`config.mk`:
```
export PLATFORM = sky130hd
export DESIGN_NAME = serial_instr_rx
export DESIGN_NICKNAME = d
export VERILOG_FILES = /design/src/rtl/serial_instr_rx_pkg.sv /design/src/rtl/serial_instr_rx_sync2.sv /design/src/rtl/serial_instr_rx.sv
export SDC_FILE = /design/constraint.sdc
export NUM_CORES = 1
export LEC_CHECK = 0
export BUFFER_PORTS_ARGS = -buffer_cell sky130_fd_sc_hd__buf_2
export CAP_MARGIN = 15
export CORE_ASPECT_RATIO = 1.75
export CORE_MARGIN = 4
export CORE_UTILIZATION = 40
export CTS_CLUSTER_SIZE = 28
export DETAILED_ROUTE_END_ITERATION = 8
export PLACE_DENSITY = 0.7
export SETUP_SLACK_MARGIN = 0.15
export SLEW_MARGIN = 5
export SYNTH_ARGS = -nofsm -noshare
export SYNTH_HDL_FRONTEND = slang
export SYNTH_SLANG_ARGS = --single-unit
```
`constraint.sdc`:
```
create_clock -name clk -period 1.9 [get_ports clk]
set_input_delay 0.57 -clock clk [delete_from_list [all_inputs] [get_ports clk]]
set_output_delay 0.57 -clock clk [all_outputs]
set_load 0.02 [all_outputs]
```
`src/rtl/serial_instr_rx_pkg.sv`:
```
// serial_instr_rx_pkg: shared FSM state encoding and default parameter values
package serial_instr_rx_pkg;
   typedef enum logic [1:0] {
      IDLE   = 2'd0,
      SAMPLE = 2'd1,
      ACK    = 2'd2,
      HOLD   = 2'd3
   } state_t;
   localparam int INSTR_W_DEF     = 10;
   localparam int PARITY_EN_DEF   = 1;
   localparam int TIMEOUT_CYC_DEF = 4096;
endpackage

```
`src/rtl/serial_instr_rx_sync2.sv`:
```
// sync2: two-flop synchroniser for asynchronous inputs, cleared by reset
module sync2 #(
   parameter int W = 1
) (
   input  logic         clk,
   input  logic         reset,
   input  logic [W-1:0] d_i,
   output logic [W-1:0] q_o
);
   logic [W-1:0] meta_q, sync_q;
   // two register stages absorb metastability before the bits reach the FSM
   always_ff @(posedge clk) begin
      if (reset) begin
         meta_q <= '0;
         sync_q <= '0;
      end else begin
         meta_q <= d_i;
         sync_q <= meta_q;
      end
   end
   assign q_o = sync_q;
endmodule

```
`src/rtl/serial_instr_rx.sv`:
```
// serial_instr_rx: four-phase bit-serial instruction receiver with parity, backpressure and stall timeout
module serial_instr_rx
   import serial_instr_rx_pkg::*;
#(
   parameter int INSTR_W     = INSTR_W_DEF,
   parameter int PARITY_EN   = PARITY_EN_DEF,
   parameter int TIMEOUT_CYC = TIMEOUT_CYC_DEF
) (
   input  logic               clk,
   input  logic               reset,
   input  logic               data_ready,
   input  logic               data_bit,
   output logic               data_ack,
   output logic [INSTR_W-1:0] instruction,
   output logic               instruction_valid,
   input  logic               instruction_ready,
   output logic               parity_err,
   output logic               timeout_err,
   output logic [15:0]        frame_count,
   output logic [1:0]         state
);
   localparam int N  = INSTR_W + PARITY_EN;
   localparam int CW = $clog2(N + 1);
   localparam int SW = (TIMEOUT_CYC > 0) ? $clog2(TIMEOUT_CYC + 1) : 1;

   logic               req_s, bit_s;
   state_t             state_q, state_d;
   logic [N-1:0]       sr_q, sr_d;
   logic [CW-1:0]      cnt_q, cnt_d;
   logic [SW-1:0]      stall_q, stall_d;
   logic               ack_q, ack_d;
   logic [INSTR_W-1:0] instr_q, instr_d;
   logic               perr_q, perr_d;
   logic [15:0]        fc_q, fc_d;
   logic               full, par_ok, partial, stalling, tmo;

   sync2 #(.W(2)) u_sync (
      .clk   (clk),
      .reset (reset),
      .d_i   ({data_ready, data_bit}),
      .q_o   ({req_s, bit_s})
   );

   assign full     = cnt_q == CW'(N);
   assign par_ok   = (PARITY_EN == 0) || !(^sr_q);
   assign partial  = (cnt_q != '0) && !full;
   assign stalling = (state_q == ACK) || (state_q == IDLE && partial);
   assign tmo      = (TIMEOUT_CYC > 0) && stalling && (stall_q == SW'(TIMEOUT_CYC));

   // next-state logic: handshake sequencing, frame completion, consumer transfer and timeout abort
   always_comb begin
      state_d = state_q;
      sr_d    = sr_q;
      cnt_d   = cnt_q;
      ack_d   = ack_q;
      instr_d = instr_q;
      perr_d  = 1'b0;
      fc_d    = fc_q;
      if (tmo) begin
         state_d = IDLE;
         sr_d    = '0;
         cnt_d   = '0;
         ack_d   = 1'b0;
      end else begin
         case (state_q)
            IDLE:   state_d = req_s ? SAMPLE : IDLE;
            SAMPLE: begin
               sr_d    = {sr_q[N-2:0], bit_s};
               cnt_d   = cnt_q + 1'b1;
               ack_d   = 1'b1;
               state_d = ACK;
            end
            ACK: if (!req_s) begin
               ack_d = 1'b0;
               if (!full) begin
                  state_d = IDLE;
               end else if (par_ok) begin
                  state_d = HOLD;
                  instr_d = sr_q[N-1 -: INSTR_W];
               end else begin
                  state_d = IDLE;
                  perr_d  = 1'b1;
                  cnt_d   = '0;
                  sr_d    = '0;
               end
            end
            HOLD: if (instruction_ready) begin
               state_d = IDLE;
               cnt_d   = '0;
               fc_d    = fc_q + 16'd1;
            end
         endcase
      end
      stall_d = ((TIMEOUT_CYC > 0) && !tmo && stalling && state_d == state_q) ? stall_q + 1'b1 : '0;
   end

   // state and datapath registers with synchronous reset
   always_ff @(posedge clk) begin
      if (reset) begin
         state_q <= IDLE;
         sr_q    <= '0;
         cnt_q   <= '0;
         stall_q <= '0;
         ack_q   <= 1'b0;
         instr_q <= '0;
         perr_q  <= 1'b0;
         fc_q    <= '0;
      end else begin
         state_q <= state_d;
         sr_q    <= sr_d;
         cnt_q   <= cnt_d;
         stall_q <= stall_d;
         ack_q   <= ack_d;
         instr_q <= instr_d;
         perr_q  <= perr_d;
         fc_q    <= fc_d;
      end
   end

   assign data_ack          = ack_q;
   assign instruction       = instr_q;
   assign instruction_valid = state_q == HOLD;
   assign parity_err        = perr_q;
   assign timeout_err       = tmo;
   assign frame_count       = fc_q;
   assign state             = state_q;
endmodule

```
==> metrics.md, run 1 <==
| Metric | Value |
|---|---|
| Outcome | finished with violations |
| Failing checks | setup timing |
| Slew HR | 65.9% |
| Max_cap viols | 0 |
| First-pass GRT wire length | 12300 um |
| Antenna Violating Nets Remaining | 0 |
| Top-area cell type share of the netlist area | 42.1% |
| Post-synthesis sequential area ratio | 42.1% |
| Post-detailed-routing wire length | 7910 um |
| WP data required | 1.33 ns |
| TNS Setup | -2.73 ns |
| Kind of end point of the critical path | primary output |
| Average routed wire per standard cell | 16.0 um |
| Number of global-route vias before repair | 2722 |
| 1st-iter DRT viols | 109 |
| Mapped Cells | 318 |
| Clk Latency, worst-skew pair | 0.33 ns |
| Row count | 41 |
| Die area | 8850 um^2 |
| Period utilisation layout | 116% |
| Vias per cell | 5.34 |
| Worst VDD drop | 0.555 mV |
| Clock Sinks | 62 |
| CTS hold repair buffers | 0 |
| Net count, final | 415 |
| H-tree levels | 3 |
| Synth Warn # | 0 |
| Largest net degree at the start of global routing | 27 |
| Busiest grt layer | met2 |
| Clk_skew | 0.00637 ns |
| Initial Utilization | 41.0% |
| Boundary pin count | 37 |
| Synth unique cells | 46 |
| # setup viols final | 41 |
| M3 GR Usage | 4.89% |
| Clk slew on worst S/H paths | 0.05 ns |
| Leak | 1.69 nW |
| Syn nets | 328 |
| Gr ovfl total | 0 |
| Post-DP HPWL | 5030 um |
| Type of origin of the critical path | flop |
| Drt drc | 0 |
| Hold Vio Cnt, Final | 0 |
| Fin. max-slew vios | 0 |
| Post-synth top cells | dfxtp_1 (62), nand2_1 (32), nand3_1 (23), nor2_1 (23), mux2i_1 (18) |
| Number of synthesized flops with an enable pin | 0 |
| Tot GR Track Use | 18.2% |
| Maximum clock rate | 0.453 GHz |
| Worst-Margin Slew | 0.509 ns |
| RSZ-0062 raised after global routing | true |
| Max FO, Critical Path | 2 |
| Root buffer cell | clkbuf_16 |
| P&R area growth vs syn | 45.7% |
| Die Width | 72.9 um |
| Final min period | 2.21 ns |
| Post-Layout Cell Count | 494 |
| Worst EP arrival | 1.64 ns |
| Synth top area cells | dfxtp_1 (42%), mux2i_1 (6.1%), xor2_1 (4.5%), nand2_1 (4.1%), nand3_1 (3.9%) |
| Pre-Repair DR Iteration Count | 4 |
| Most frequent cell after synthesis | dfxtp_1 |
| Core area | 7180 um^2 |
| Final GP Congestion | 0.859 |
| Critical path class | flop to primary output |
| Top FF cell, synth | dfxtp_1 |
| Share of cells above drive strength 1 | 41.7% |
| Final setup margin | -0.308 ns |
| Leading area contributor after synthesis | dfxtp_1 |
| TritonCTS clock tree | yes |
| Synth Area per Inst | 9.26 um^2 |
| I/O Buffers | 36 |
| Synthesized cell area | 2950 um^2 |
| TritonCTS Buffers | 9 |
| Antenna fix cells | 0 |
| PD cells | 697 nW/um^2 |
| Initial antenna violation count | 0 |
| Number of synthesized register bits | 62 |
| CTS Buffer Depth | 2 |
| Async SR Flop Fraction | 0% |
| Grt met2 use | 32.9% |
| Met1 usage | 18.4% |
| Die H | 122 um |
| Tightest Hold Check Type | flop to flop |
| Via Count | 2638 |
| Post-Place Cells | 462 |
| Core Util, Final | 59.8% |
## layout make-up
class,instances,area (um^2)
well taps,86,108
repair buffers,91,728
flip-flops and latches,62,1250
clock buffers,12,246
fillers,589,2890
inverters,11,45.0
clock inverters,2,10.0
multi-input cells,230,1900
## worst max-delay path: stages (launching register included)
cell and delay (ns):
dfxtp_2 0.33, inv_2 0.07, ha_4 0.12, nor4b_4 0.21, nand3_2 0.14, nor3_4 0.27, buf_6 0.16
## per-layer routing
layer  part of all wire (%)  vias to the layer above
met4                    2.9                        0
met2                     57                       59
met3                    4.1                       18
met5                      0                        -
li1                       -                     1277
met1                     36                     1284
## registers in the layout, indices dropped and copies added (netlist names)
signal         cells
sr_q              11
stall_q           13
instruction       10
state              2
u_sync.meta_q      2
data_ack           1
cnt_q              4
u_sync.q_o         2
frame_count       16
parity_err         1
## power breakdown
group | switching (W) | internal [W]
clock | 0.000530 | 0.000896
combinational | 0.000137 | 0.000102
sequential | 0.0000110 | 0.00132
## path summary, 6_finish.rpt
check,start,end,slack [ns],depth (start not counted)
setup reg to reg,sr_q[7],instruction[1],-0.15,8
hold reg to reg,u_sync.meta_q[0],u_sync.q_o[0],0.43,1
setup / recovery,stall_q[0],timeout_err,-0.31,6
hold / removal,u_sync.meta_q[0],u_sync.q_o[0],0.43,1
## per-stage QoR
stage	total power, W	hold slack (ns)	area (um^2)	worst slack (ns)
2_1_floorplan	0.00146	0.414	2990	-0.00608
3_3_place_gp	0.00152	0.417	3500	-0.0684
3_5_place_dp	0.00152	0.429	3500	-0.153
4_1_cts	0.00299	0.441	4090	-0.318
5_1_grt	0.00308	0.453	4290	-0.385
6_report	0.00299	0.435	4290	-0.308
## cell usage in the layout (no fill, tap or decap), drive strengths merged, types with 2 or more instances in the layout
cell type,count
a211oi,3
a21oi,14
a22oi,2
and3,4
buf,90
clkbuf,13
clkinv,3
dfxtp,62
ha,5
inv,9
mux2i,18
nand2,32
nand2b,2
nand3,23
nand4,5
nand4b,6
nor2,23
nor2b,4
nor3,19
nor4,5
nor4b,3
o21ai,7
o22ai,2
o31ai,7
or2,3
or3,5
xnor2,15
xnor3,2
xor2,15
## logic make-up (layout without fill, tap and decap cells)
kind of cell	count (synthesis)	count (layout)	share of synthesized area, %
adders and majority gates	5	5	2.12
AOI/OAI and AO/OA	37	37	7.94
xor gates and xnor gates	32	32	11.4
DFF	62	62	42.1
and+or+nand+nor	138	138	26.2
muxes	18	18	6.12
buffers and inverters	26	116	4.12
## repair_timing
item                       CTS  global route
gates cloned                 1             0
buffers inserted            12             5
resized for setup           43            34
pin swaps                   21            20
setup endpoints to repair   46            50
Note: power is estimated with default switching activity, not from simulation.
==> run 2: changes to the inputs <==
--- a/config.mk
+++ b/config.mk
@@ -12,8 +12,9 @@
 export CORE_UTILIZATION = 40
 export CTS_CLUSTER_SIZE = 28
 export DETAILED_ROUTE_END_ITERATION = 8
-export PLACE_DENSITY = 0.7
-export SETUP_SLACK_MARGIN = 0.15
+export GPL_TIMING_DRIVEN = 0
+export PLACE_DENSITY = 0.62
+export SETUP_SLACK_MARGIN = 0.02
 export SLEW_MARGIN = 5
 export SYNTH_ARGS = -nofsm -noshare
 export SYNTH_HDL_FRONTEND = slang
==> run 2 against run 1 <==
  * The run still ends with setup timing left
  * Global-route usage shrank 1.0 points
  * Sequential share of layout area grew 2.3 points
  * Count of clock-buffer cells in the layout is the same
  * Maximum frequency shrank 1.8%
  * Die area is the same
  * Critical endpoint unchanged
  * Largest power group unchanged
==> metrics.md, run 2 (synthesized netlist as in run 1, its figures left out) <==
| Metric | Value |
|---|---|
| Type of origin of the critical path | flop |
| Antenna Violating Nets Remaining | 0 |
| Clk slew on worst S/H paths | 0.05 ns |
| Boundary pin count | 37 |
| Clk_skew | 0.00633 ns |
| Clk Latency, worst-skew pair | 0.33 ns |
| Leak | 1.51 nW |
| Combinational share of power | 6.4% |
| Crit-path leading delay family | flip-flops |
| CP bufs+invs | 3 |
| # setup viols final | 35 |
| Initial antenna violation count | 0 |
| Max reg flops | 16 |
| Max_cap viols | 0 |
| PD cells | 801 nW/um^2 |
| Pre-Repair DR Iteration Count | 5 |
| Tot GR Track Use | 17.2% |
| Clock network fraction of total power | 52.2% |
| TritonCTS clock tree | yes |
| Clock Sinks | 62 |
| RSZ-0062 raised after global routing | true |
| Via Count | 2499 |
| Sw Share | 21.8% |
| Hold slack | 0.435 ns |
| Number of global-route vias before repair | 2503 |
| WP data required | 1.33 ns |
| Tightest Hold Check Type | flop to flop |
| Most common cell after layout, fill and taps aside | dfxtp_1 |
| Die area | 8850 um^2 |
| Hold Vio Cnt, Final | 0 |
| TritonCTS Buffers | 9 |
| First-pass GRT wire length | 11800 um |
| Antenna fix cells | 0 |
| Die H | 122 um |
| Final setup margin | -0.349 ns |
| Max stage delay on crit path | 0.36 ns |
| Average routed wire per standard cell | 15.3 um |
| Dpl ws | -0.425 ns |
| P&R area growth vs syn | 35.9% |
| Final GP Congestion | 0.786 |
| Gr ovfl total | 0 |
| Row count | 41 |
| Max FO, Critical Path | 4 |
| Final min period | 2.25 ns |
| Pint | 0.00251 W |
| Post-detailed-routing wire length | 7210 um |
| CTS Buffer Depth | 2 |
| Period utilisation layout | 118% |
| Tot Pwr | 0.00321 W |
| Largest net degree at the start of global routing | 11 |
| Worst-path cell chain | inv_1 > ha_4 > mux2i_2 > nor3_2 > nor3_4 > clkbuf_8 > buf_6 |
| Most frequent cells in the layout | dfxtp_1 (51), buf_2 (35), nand2_1 (32) |
| Post-route cell area | 4000 um^2 |
| Outcome | finished with violations |
| Filler instances | 634 |
| Register Area | 1260 um^2 |
| Drt drc | 0 |
| Share of cells above drive strength 1 | 36.9% |
| Critical path class | flop to primary output |
| I/O Buffers | 36 |
| Worst reg2reg setup slack | -0.16 ns |
| Failing checks | setup timing |
| Die Width | 72.9 um |
| Area occupied by multi-input gates | 1800 um^2 |
| Maximum clock rate | 0.445 GHz |
| Psw | 0.000697 W |
| H-tree levels | 3 |
| Core area | 7180 um^2 |
| DP Area | 3260 um^2 |
| 1st-iter DRT viols | 160 |
| Net count, final | 391 |
| Post-DP HPWL | 4730 um |
| Kind of end point of the critical path | primary output |
| Initial Utilization | 41.0% |
| CP max-delay cell | dfxtp_4 |
| Core Util, Final | 55.7% |
| Fin. max-slew vios | 0 |
| Worst EP arrival | 1.68 ns |
| Worst-Margin Slew | 0.629 ns |
| Slew HR | 58.1% |
| Worst VDD drop | 0.504 mV |
| Sequential fraction of design power | 41.3% |
| Root buffer cell | clkbuf_16 |
| Vias per cell | 5.31 |
[run 2: cell types whose count changed in the layout (fill, tap and decap cells not counted), sizes merged]
cell      before  now
bufinv         0    1
clkbuf        13   20
buf           90   59
clkinvlp       1    3
clkinv         3    1
[run 2: final timing paths]
path	startpoint	to	depth (start not counted)
max	cnt_q[1]	timeout_err	7
min	u_sync.meta_q[1]	u_sync.q_o[1]	1
max reg2reg	cnt_q[1]	state[0]	10
min reg2reg	u_sync.meta_q[1]	u_sync.q_o[1]	1
[run 2: layer usage]
layer | vias to the layer above | GRT usage (%) | wire length, um
li1 | 1240 | - | -
met1 | 1195 | 18.0 | 2690
met2 | 50 | 30.5 | 4110
met3 | 14 | 3.15 | 216
met4 | 0 | 11.2 | 188
met5 | - | 0 | 0
[run 2: power by group through the flow]
stage | clock network [W] | registers, W | logic (W)
after floorplan | 0 | 0.00136 | 0.0000990
after global placement | 0 | 0.00135 | 0.000143
after detailed placement | 0 | 0.00135 | 0.000144
after CTS | 0.00170 | 0.00133 | 0.000178
after global routing | 0.00176 | 0.00132 | 0.000222
final | 0.00167 | 0.00132 | 0.000206
[run 2: cell type report]
cell class / count / area share, %
Tap cell: 86 / 2.69
Timing Repair Buffer: 54 / 9.00
Buffer: 13 / 2.97
Sequential cell: 62 / 31.5
Multi-Input combinational cell: 230 / 44.9
Clock inverter: 3 / 1.06
Inverter: 11 / 1.22
Clock buffer: 12 / 6.66
[run 2: per-stage QoR]
step | TNS [ns] | std cells
after floorplan | -0.00608 | 318
after detailed placement | -10.71 | 440
after global routing | -5.19 | 471
final | -2.60 | 471
after CTS | -2.34 | 464
after global placement | -10.11 | 440
[run 2: repair_timing]
| action | 4_1_cts | 5_1_grt |
|---|---|---|
| gates resized for setup | 52 | 24 |
| setup buffers | 11 | 6 |
| pin swaps | 19 | 15 |
| gates cloned | 1 | 1 |
| setup endpoints to repair | 50 | 48 |
| hold buffers | 0 | 0 |
==> run 3: changes to the inputs <==
--- a/config.mk
+++ b/config.mk
@@ -18,4 +18,5 @@
 export SLEW_MARGIN = 5
 export SYNTH_ARGS = -nofsm -noshare
 export SYNTH_HDL_FRONTEND = slang
+export SYNTH_HIERARCHICAL = 1
 export SYNTH_SLANG_ARGS = --single-unit
==> run 3 against run 2 <==
  * The run still ends with setup timing left
  * Register-to-register slack about the same
  * Area after synthesis down 1.7%
  * Via count up 4.0%
  * Largest power group unchanged
==> metrics.md, run 3 <==
| Metric | Value |
|---|---|
| Maximum clock rate | 0.453 GHz |
| Slew HR | 63.2% |
| Tot GR Track Use | 17.8% |
| TritonCTS clock tree | yes |
| Clk_skew | 0.00542 ns |
| Post-synth top cells | dfxtp_1 (62), nand2_1 (35), a21oi_1 (29) |
| Filler instances | 596 |
| Async SR Flop Fraction | 0% |
| PD cells | 838 nW/um^2 |
| Post-synthesis sequential area ratio | 42.9% |
| Boundary pin count | 37 |
| Number of synthesized flops with an enable pin | 0 |
| Post-detailed-routing wire length | 7640 um |
| Type of origin of the critical path | flop |
| 1st-iter DRT viols | 102 |
| Clk Latency, worst-skew pair | 0.32 ns |
| Final min period | 2.21 ns |
| Failing checks | setup timing |
| Net count, final | 405 |
| Die H | 121 um |
| Crit path from | cnt_q[0] |
| Number of synthesized register bits | 62 |
| Number of global-route vias before repair | 2603 |
| Max_cap viols | 0 |
| R2r endpoint | stall_q[12] |
| DP Area | 3200 um^2 |
| H-tree levels | 3 |
| Vias per cell | 5.39 |
| Combinational share of power | 15.6% |
| Synthesized cell area | 2890 um^2 |
| Post-DP HPWL | 4970 um |
| Initial Utilization | 41.6% |
| Worst EP arrival | 1.64 ns |
| Period utilisation layout | 116% |
| Final setup margin | -0.306 ns |
| Antenna fix cells | 0 |
| Clk slew on worst S/H paths | 0.05 ns |
| CTS hold repair buffers | 0 |
| Worst-case reg-to-reg path depth | 7 |
| Outcome | finished with violations |
| TritonCTS Buffers | 9 |
| Die Width | 72.3 um |
| Top FF cell, synth | dfxtp_1 |
| Pre-Repair DR Iteration Count | 4 |
| Most frequent cell after synthesis | dfxtp_1 |
| Die area | 8710 um^2 |
| Top-area cell type share of the netlist area | 42.9% |
| Final GP Congestion | 0.837 |
| Fin. max-slew vios | 0 |
| Post-route cell area | 4150 um^2 |
| Worst-Margin Slew | 0.553 ns |
| Largest net degree at the start of global routing | 11 |
| Max reg flops | 16 |
| Core area | 6960 um^2 |
| Average routed wire per standard cell | 15.9 um |
| Sequential fraction of design power | 38.8% |
| Initial antenna violation count | 0 |
| Most common cell after layout, fill and taps aside | dfxtp_1 |
| FF-to-FF Start | sr_q[7] |
| Clock network fraction of total power | 45.7% |
| Synth unique cells | 43 |
| Antenna Violating Nets Remaining | 0 |
| Mapped Cells | 317 |
| First-pass GRT wire length | 12000 um |
| Via Count | 2600 |
| Row count | 40 |
| Synth Warn # | 6 |
| Tightest Hold Check Type | flop to flop |
| CTS Buffer Depth | 2 |
| I/O Buffers | 36 |
| # setup viols final | 36 |
| WP data required | 1.33 ns |
| Root buffer cell | clkbuf_16 |
| Sw Share | 24.5% |
| RSZ-0062 raised after global routing | true |
| Max FO, Critical Path | 3 |
| Worst VDD drop | 0.456 mV |
| Kind of end point of the critical path | primary output |
| P&R area growth vs syn | 43.4% |
| Leak | 1.58 nW |
| Clock Sinks | 62 |
| TNS Setup | -3.12 ns |
| Synth top area cells | dfxtp_1 (43%), xor2_1 (5.4%), a21oi_1 (5.0%), nand2_1 (4.5%), nor4_2 (4.3%) |
| Drt drc | 0 |
| Syn nets | 327 |
| Leading area contributor after synthesis | dfxtp_1 |
| Psw | 0.000851 W |
| Worst reg2reg setup slack | -0.15 ns |
| Pint | 0.00263 W |
| Most frequent cells in the layout | dfxtp_1 (52), buf_2 (37), nand2_1 (34) |
| Critical path class | flop to primary output |
| Share of cells above drive strength 1 | 40.7% |
| Synth Area per Inst | 9.13 um^2 |
| Hold Vio Cnt, Final | 0 |
| Worst setup endpoint | timeout_err |
| Gr ovfl total | 0 |
run 3: changes by cell type after synthesis, sizes merged, moves of 4 or more:
cell	before	now
a21oi	14	29
clkbuf	9	13
mux2i	18	1
nand3	23	8
nand4	5	19
nand4b	6	0
nor3	19	11
nor4	5	14
o21ai	7	3
xor2	15	19
run 3: cells by family after synthesis:
group | after synthesis | share of synthesized area (%)
adders and majority gates | 5 | 2.16
and+or+nand+nor | 136 | 27.1
AOI/OAI and AO/OA | 50 | 10.6
xor gates and xnor gates | 33 | 12.1
buffers and inverters | 29 | 4.41
muxes | 2 | 0.735
DFF | 62 | 42.9
run 3: critical path, cell delays in order, from the launching register on:
cell     delay [ns]
dfxtp_2        0.35
inv_2          0.05
ha_4           0.15
mux2_4         0.28
a21oi_4        0.20
nand2_4        0.09
inv_4          0.07
buf_6          0.11
run 3: power groups by stage:
stage / clock network (W) / logic [W] / registers (W)
2_1_floorplan: 0 / 0.000239 / 0.00138
3_3_place_gp: 0 / 0.000336 / 0.00137
3_5_place_dp: 0 / 0.000339 / 0.00137
4_1_cts: 0.00163 / 0.000465 / 0.00135
5_1_grt: 0.00169 / 0.000585 / 0.00135
6_report: 0.00159 / 0.000542 / 0.00135
run 3: layout make-up:
cell class / instances / area [um^2] / area share [%]
multi-input cells: 227 / 1820 / 43.8
flip-flops and latches: 62 / 1260 / 30.3
repair buffers: 69 / 522 / 12.6
clock buffers: 13 / 260 / 6.27
plain buffers: 16 / 116 / 2.80
well taps: 84 / 105 / 2.53
inverters: 10 / 40.0 / 0.964
clock inverters: 1 / 30.0 / 0.723
run 3: repair_timing:
action	in CTS	in global routing
pin swaps	23	19
endpoints found under the hold margin	0	0
setup endpoints to repair	49	46
resized for setup	46	53
setup buffers	15	15
cloned	4	2
run 3: layer usage:
metal,part of all wire (%),track usage (%)
met4,3.5,10.0
met2,57,33.0
met3,3.6,3.99
met5,0,0
met1,36,17.3
run 3: worst min-delay path by stage:
stage                startpoint       endpoint  slack (ns)  depth (start not counted)
6_report       u_sync/meta_q[1]  u_sync/q_o[1]        0.43                          1
5_1_grt        u_sync/meta_q[0]  u_sync/q_o[0]        0.46                          1
4_1_cts        u_sync/meta_q[1]  u_sync/q_o[1]        0.44                          1
3_5_place_dp   u_sync/meta_q[0]  u_sync/q_o[0]        0.43                          1
3_3_place_gp   u_sync/meta_q[1]  u_sync/q_o[1]        0.42                          1
2_1_floorplan  u_sync/meta_q[0]  u_sync/q_o[0]        0.41                          1
run 3: stage by stage:
stage | utilization, % | power (W) | hold WS (ns) | instances | worst slack (ns)
after floorplan | - | 0.00162 | 0.414 | 317 | 0.00992
after global placement | 46.0 | 0.00171 | 0.418 | 437 | -0.366
after detailed placement | 46.0 | 0.00171 | 0.428 | 437 | -0.340
after CTS | 54.7 | 0.00344 | 0.441 | 469 | -0.386
after global routing | 59.7 | 0.00363 | 0.456 | 482 | -0.340
final | 59.7 | 0.00348 | 0.433 | 482 | -0.306
